### src/rtl/load_store_unit.sv
// Load/store sequencer between the execute stage and a 64-bit word-addressed data memory.
// Sub-dword stores are read-modify-write; loads return a sign- or zero-extended lane.
module load_store_unit #(
    parameter int ADDR_W    = 64,
    parameter int MEM_WORDS = 256
) (
    input  logic              clk,
    input  logic              rst_n,
    input  logic              req_valid,
    output logic              req_ready,
    input  logic              req_we,
    input  logic [1:0]        req_size,
    input  logic              req_unsigned,
    input  logic [ADDR_W-1:0] req_addr,
    input  logic [63:0]       req_wdata,
    output logic              resp_valid,
    output logic [63:0]       resp_rdata,
    output logic              resp_err,
    output logic              mem_read,
    output logic              mem_write,
    output logic [ADDR_W-1:0] mem_addr,
    output logic [63:0]       mem_wdata,
    input  logic [63:0]       mem_rdata
);

    typedef enum logic [1:0] {IDLE, RD, WR, RSP} state_t;

    localparam logic [ADDR_W-4:0] WORD_LIMIT = (ADDR_W-3)'(MEM_WORDS);

    state_t            state;
    logic              we_q;
    logic [1:0]        size_q;
    logic              unsigned_q;
    logic [ADDR_W-1:0] addr_q;
    logic [63:0]       wdata_q;
    logic [63:0]       word_q;
    logic              misaligned;
    logic              out_of_range;

    function automatic logic [63:0] lane_mask(input logic [1:0] size);
        case (size)
            2'b00:   lane_mask = 64'h0000_0000_0000_00FF;
            2'b01:   lane_mask = 64'h0000_0000_0000_FFFF;
            2'b10:   lane_mask = 64'h0000_0000_FFFF_FFFF;
            default: lane_mask = 64'hFFFF_FFFF_FFFF_FFFF;
        endcase
    endfunction

    // Aligned accesses make the byte offset equal to the lane position for every size.
    function automatic logic [63:0] merge_lane(input logic [63:0] word, input logic [63:0] data,
                                               input logic [1:0] size, input logic [2:0] off);
        logic [5:0] sh;
        sh = {off, 3'b000};
        merge_lane = (word & ~(lane_mask(size) << sh)) | ((data & lane_mask(size)) << sh);
    endfunction

    function automatic logic [63:0] extract_lane(input logic [63:0] word, input logic [1:0] size,
                                                 input logic uns, input logic [2:0] off);
        logic [5:0]  sh;
        logic [63:0] raw;
        logic        sign;
        sh  = {off, 3'b000};
        raw = (word >> sh) & lane_mask(size);
        case (size)
            2'b00:   sign = raw[7];
            2'b01:   sign = raw[15];
            2'b10:   sign = raw[31];
            default: sign = 1'b0;
        endcase
        extract_lane = (uns || !sign) ? raw : (raw | ~lane_mask(size));
    endfunction

    always_comb begin
        misaligned = 1'b0;
        case (req_size)
            2'b01:   misaligned = req_addr[0];
            2'b10:   misaligned = |req_addr[1:0];
            2'b11:   misaligned = |req_addr[2:0];
            default: misaligned = 1'b0;
        endcase
    end

    // Full-width word index compare so high address bits can never alias into range.
    assign out_of_range = (req_addr[ADDR_W-1:3] >= WORD_LIMIT);
    assign req_ready    = (state == IDLE);
    assign resp_rdata   = (state == RSP && !we_q && !resp_err)
                        ? extract_lane(word_q, size_q, unsigned_q, addr_q[2:0]) : 64'h0;

    always_ff @(posedge clk or negedge rst_n) begin
        if (!rst_n) begin
            state      <= IDLE;
            we_q       <= 1'b0;
            size_q     <= 2'b00;
            unsigned_q <= 1'b0;
            addr_q     <= '0;
            wdata_q    <= 64'h0;
            word_q     <= 64'h0;
            resp_valid <= 1'b0;
            resp_err   <= 1'b0;
            mem_read   <= 1'b0;
            mem_write  <= 1'b0;
            mem_addr   <= '0;
            mem_wdata  <= 64'h0;
        end else begin
            resp_valid <= 1'b0;
            resp_err   <= 1'b0;
            mem_read   <= 1'b0;
            mem_write  <= 1'b0;
            mem_addr   <= '0;
            mem_wdata  <= 64'h0;
            case (state)
                IDLE: begin
                    if (req_valid) begin
                        we_q       <= req_we;
                        size_q     <= req_size;
                        unsigned_q <= req_unsigned;
                        addr_q     <= req_addr;
                        wdata_q    <= req_wdata;
                        if (misaligned || out_of_range) begin
                            state      <= RSP;
                            resp_valid <= 1'b1;
                            resp_err   <= 1'b1;
                        end else if (req_we && req_size == 2'b11) begin
                            state     <= WR;
                            mem_write <= 1'b1;
                            mem_addr  <= {req_addr[ADDR_W-1:3], 3'b000};
                            mem_wdata <= req_wdata;
                        end else begin
                            state    <= RD;
                            mem_read <= 1'b1;
                            mem_addr <= {req_addr[ADDR_W-1:3], 3'b000};
                        end
                    end
                end
                RD: begin
                    word_q <= mem_rdata;
                    if (we_q) begin
                        state     <= WR;
                        mem_write <= 1'b1;
                        mem_addr  <= {addr_q[ADDR_W-1:3], 3'b000};
                        mem_wdata <= merge_lane(mem_rdata, wdata_q, size_q, addr_q[2:0]);
                    end else begin
                        state      <= RSP;
                        resp_valid <= 1'b1;
                    end
                end
                WR: begin
                    state      <= RSP;
                    resp_valid <= 1'b1;
                end
                default: state <= IDLE;
            endcase
        end
    end

endmodule

### config.mk
export PLATFORM = sky130hd
export DESIGN_NAME = load_store_unit
export DESIGN_NICKNAME = d
export VERILOG_FILES = /design/src/rtl/load_store_unit.sv
export SDC_FILE = /design/constraint.sdc
export NUM_CORES = 1
export LEC_CHECK = 0
export ABC_AREA = 0
export BUFFER_PORTS_ARGS = -buffer_cell sky130_fd_sc_hd__buf_4
export CAP_MARGIN = 20
export CORE_UTILIZATION = 45
export CTS_CLUSTER_DIAMETER = 40
export DETAILED_ROUTE_END_ITERATION = 6
export GPL_ROUTABILITY_DRIVEN = 1
export PLACE_DENSITY = 0.69
export SLEW_MARGIN = 20
export SYNTH_ARGS = -nofsm -noshare
export SYNTH_HDL_FRONTEND = slang
export SYNTH_SLANG_ARGS = --single-unit
### constraint.sdc
create_clock -name clk -period 2.7 [get_ports clk]
set_clock_uncertainty 0.15 [all_clocks]
set_input_delay 0.675 -clock clk [delete_from_list [all_inputs] [get_ports clk]]
set_output_delay 0.675 -clock clk [all_outputs]
set_load 0.005 [all_outputs]
# Word-level counts from Yosys, hierarchy flattened
# Cells that the tools add are included.
[totals]
regBits = 330
in_bits = 199
out_inout_bits = 197
elab_cells = 81
[classes]
n_lt_le_gt_ge = 1
eq_ne = 9
shift = 3
mux = 35
bitwise = 7
reduce_logical = 13
[op_table]
columns = ["cell", "n"]
rows = [
  ["two-way mux 64 bit", 11],
  ["case mux 64 bit (2 select lines)", 2],
  ["bitwise AND 64 bit", 3],
  ["case mux 64 bit (3 select lines)", 1],
  ["inverter 64 bit", 2],
  ["bitwise OR 64 bit", 2],
  ["left shift 64 x 6 -> 64 bit", 2],
  ["right shift 64 x 6 -> 64 bit", 1],
  ["greater-or-equal comparator 61 x 9 -> 1 bit, second input constant", 1],
  ["two-way mux 1 bit", 13],
  ["== test 2 bit, second input constant", 5],
  ["case mux 1 bit (3 select lines)", 3],
  ["== test 2 x 1 -> 1 bit, second input constant", 3],
  ["two-way mux 2 bit", 3],
  ["case mux 2 bit (3 select lines)", 1],
  ["zero test 2 bit", 2],
  ["logical AND 1 bit", 3],
  ["zero test 1 bit", 3],
  ["OR reduction 3 bit", 1],
  ["logical OR 1 bit", 2],
  ["inequality test 2 bit, second input constant", 1],
  ["case mux 1 bit (2 select lines)", 1],
  ["AND reduction 2 bit", 1],
  ["OR reduction 2 bit", 1],
]

# Longest topological paths before layout
[logic_depth]
ltp_word = 10
depth_mapped = 9
ltp_nobuf = 7

# Worst setup path after synthesis
# No wires, ideal clock.
[synth_path]
path_kind = "flip-flop to output port"
from = "reg addr_q[1]"
to = "out resp_rdata[32]"
arrival_time_ns = 1.689
required_ns = 1.875
slack_ns = 0.186
stages_incl_launch_ff = 9
n_path_buf = 3
path_cell_list = "dfrtp_1 -> buf_4 -> buf_6 -> or2_1 -> o22a_1 -> a31oi_1 -> nand3_2 -> buf_6 -> a21oi_1"
[synth_via]
elab_chain_len = 7
elab_cells_between_ends = 8
classes_between = "shift: 1; mux: 3; bitwise: 2; reduce/logical: 2"
[synth_rtl]
columns = ["element", "line_no", "rtl"]
rows = [
  ["start: declaration", "34", "logic [ADDR_W-1:0] addr_q;"],
  ["start signal: assignment", "117", "addr_q <= req_addr;"],
  ["right shift 64 x 6 -> 64 bit *", "63", "raw = (word >> sh) & lane_mask(size);"],
  ["bitwise AND 64 bit *", "63", ""],
  ["case mux 1 bit (3 select lines)", "64", "case (size)"],
  ["zero test 1 bit", "70", "extract_lane = (uns || !sign) ? raw : (raw | ~lane_mask(size));"],
  ["logical OR 1 bit", "70", ""],
  ["two-way mux 64 bit *", "70", ""],
  ["two-way mux 64 bit *", "87", "? extract_lane(word_q, size_q, unsigned_q, addr_q[2:0]) : 64'h0;"],
  ["end: declaration", "17", "output logic [63:0] resp_rdata,"],
]
# Mark *: on every way between the ends. The rest lies on a longest branch, timed or not.

# Worst setup path in the final report
[layout_path]
from = "reg addr_q[0]"
to = "out resp_rdata[41]"
# The elaborated chain is that of the path after synthesis.

==> flow_summary.ini <==
[run_status]
status = complete, but fails checks
violations = DRC, setup timing

[cts]
cts_tree = done
clk_latency_ns = 0.58
root_buffer = clkbuf_16
clk_pin_slew_ns = 0.05
htreeDepth = 2
clockBufferDepth = 3
cts_buffers = 47
clkSinkCount = 327

[setup_path]
r2r_slack_ns = -0.31
cp_cell_sequence = mux2i_1, mux4_2, o21ai_2, nand3_2, buf_12, a21oi_1, buf_4
crit_slowest_cell = mux4_2
required_ns = 1.88
rr_startpoint = addr_q[0]
startpoint_type = register
r2r_cells = 12
cp.arrival_ns = 2.55
critPathMaxFanout = 32
r2r-end = mem_wdata[63]
end_kind = output pin
worst-path-buf-inv = 2
slowest_delay_ns = 0.54
crit_path_start = addr_q[0]
critPathTopFamily = multiplexers
path_depth = 7
crit_type = register to output pin

[floorplan]
num_io_pins = 396
rows = 69
dieArea_um2 = 37000
start_util_pct = 45.7
chipHeight_um = 192
coreArea_um2 = 35700
fp.dieW_um = 192

[global_route]
grt_use_total_pct = 36.2
grt_overflow = 0
grt_pass1_wl_mm = 98.3
grt_pass1_vias = 15400
antenna_found_initial = 0
grt_max_degree = 72

[timing]
setup_tns_ns = -41.00
finalSetupViolCount = 97
fin_crit_sh_pct = 125
period_needed_ns = 3.38
hold_slack_ns = 0.152
relSlewSlack_pct = 41.5
tightest_slew_ns = 0.874
drv_slew = 0
finalWorstSetupSlack_ns = -0.676
final-hold-violation-count = 0
rsz0062_at_grt = true
fmax_ghz = 0.296

[finish]
fin_util_pct = 65.8
diodes = 0
stdcell_area_um2 = 23500
nets = 2361
drive_above_1_share_pct = 42.9
area_growth_pct = 44.0

[power_and_ir_drop]
combPwrFrac_pct = 51.7
p_int_mw = 17.5
power.density_nw_per_um2 = 1290
p_switching_mw = 12.7
power_frac_clock_pct = 19.9
vdd_drop_max_mv = 0.630
pwr-share-seq_pct = 28.4
sw_frac_of_total_pct = 42.2
p_leak_nw = 11.4
power_mw = 30.2

[synth]
synth_common_cells = 464 x nand2_1, 327 x dfrtp_1, 96 x mux2_2, 94 x clkbuf_1, 81 x a21oi_1
synth_compound_area_share_pct = 14.9
synth_top_cell_by_area = dfrtp_1
synthCells = 1673
synth_seq_area_share_pct = 50.2
synth_cell_type_count = 57
yosys-top-cells-area = dfrtp_1 50%, nand2_1 11%, mux2_2 6.6%
synth_top_family_by_area = simple AND/OR/NAND/NOR gates
synth_warnings = 0
synth_edf_count = 0
synth.area.mux_share_pct = 12.6
postSynth.asyncResetShare_pct = 100
synth_xor_area_share_pct = 0
synth_top_area_share_pct = 50.2
netlist_area_um2 = 16300
synth_ff_type = dfrtp_1
postSynthAreaPerCell_um2 = 9.75
post-synth-top-count-cell = nand2_1
synth_fa_ha_area_share_pct = 0.307
ys_ff_latch = 327
synthSimpleGateAreaFrac_pct = 17.8

[place]
gp_congestion = 0.963
io_buffer_count = 392
place_hpwl_mm = 50.4
dpl_cell_area_um2 = 20800

[drt]
drc = 46
initialDrtViolationCount = 1405
postRouteAntennaNets = 0
routed_wl_mm = 67.1
routed_via_density = 5.93
routedWlPerCell_um = 25.2
firstDrtPassIters = 7
vias = 15700

[job]
maxCapViolations = 0

[hold_path]
worstHoldPathType = input pin to register
holdPathEnd = addr_q[25]
min_from = req_addr[25]
hold_depth = 3
-- tightest hold or removal path: stages --
cell and delay, ns:
buf_4 0.08, nand2_1 0.04, nand2_1 0.04
-- per-layer routing --
layer | GRT usage, % | vias to the layer above | part of all wire [%]
met4 | 15.4 | 0 | 4.2
li1 | - | 6951 | -
met1 | 49.2 | 7925 | 41
met5 | 0 | - | 0
met3 | 7.46 | 129 | 7.9
met2 | 56.4 | 739 | 47
-- metrics by stage --
stage               setup WS, ns  cells
finish                    -0.676   2657
global route              -0.767   2657
CTS                       -0.669   2646
detailed placement        -0.205   2552
global placement          -0.211   2552
floorplan                  0.186   1675
-- cells in the final DEF (no fill, tap or decap), types with 9 or more instances in the layout --
| cell | synthesis | layout |
|---|---|---|
| a211oi_1 | 23 | 16 |
| a21oi_1 | 81 | 51 |
| a21oi_2 | 10 | 37 |
| a22oi_2 | 0 | 14 |
| a32oi_1 | 22 | 10 |
| a32oi_2 | 0 | 12 |
| and2_1 | 14 | 12 |
| and3_1 | 65 | 65 |
| and4b_1 | 9 | 9 |
| buf_12 | 0 | 23 |
| buf_4 | 6 | 537 |
| buf_6 | 7 | 10 |
| clkbuf_16 | 0 | 49 |
| dfrtp_1 | 327 | 325 |
| mux2_2 | 96 | 94 |
| mux2i_1 | 40 | 32 |
| mux4_2 | 25 | 25 |
| nand2_1 | 464 | 459 |
| nand2b_1 | 10 | 10 |
| nor2_1 | 32 | 31 |
| nor2b_1 | 18 | 14 |
| nor3_1 | 11 | 10 |
| nor4_1 | 12 | 12 |
| o21ai_0 | 74 | 25 |
| o21ai_1 | 3 | 31 |
| o21ai_2 | 2 | 22 |
| o22ai_1 | 60 | 52 |
-- cells by family after synthesis --
kind of cell,Yosys count
fa+ha+maj,4
simple gates,659
flops,327
compound gates,368
mux,162
other cells,1
buf+inv,152
-- power groups by stage --
stage	combinational, mW	sequential (mW)	clock [mW]
after floorplan	7.80	7.64	0
after global placement	13.4	8.44	0
after detailed placement	13.5	8.49	0
after CTS	14.6	8.46	6.08
after global routing	16.6	8.68	6.30
final	15.6	8.56	6.00
-- timing repair --
| action | in CTS | in global routing |
|---|---|---|
| endpoints found under the hold margin | 47 | 0 |
| pin swaps | 29 | 43 |
| setup endpoints to repair | 71 | 111 |
| cloned | 3 | 1 |
| gates resized for setup | 122 | 108 |
| hold buffers | 1 | 0 |
| setup buffers | 8 | 15 |
-- state kept, by name (all words and copies together) (netlist names), 2 cells and up --
signal	cells
mem_wdata	64
word_q	64
size_q	2
mem_addr	61
addr_q	64
wdata_q	64
state	2
-- how the worst max path moves through the flow --
| stage | end | slack [ns] |
|---|---|---|
| after floorplan | resp_rdata[32] | 0.19 |
| after global placement | mem_wdata[37] | -0.21 |
| after detailed placement | mem_wdata[37] | -0.21 |
| after CTS | resp_rdata[41] | -0.67 |
| after global routing | resp_rdata[49] | -0.77 |
| final | resp_rdata[41] | -0.68 |
-- area by class of cell --
cell class | count | area, µm²
clock inverters | 31 | 299
repair buffers | 579 | 4810
multi-input cells | 1196 | 8310
clock buffers | 56 | 1260
flip-flops and latches | 327 | 8190
inverters | 7 | 31.3
fillers | 2902 | 12200
well taps | 461 | 577
Power figures use the tool's default switching activity.
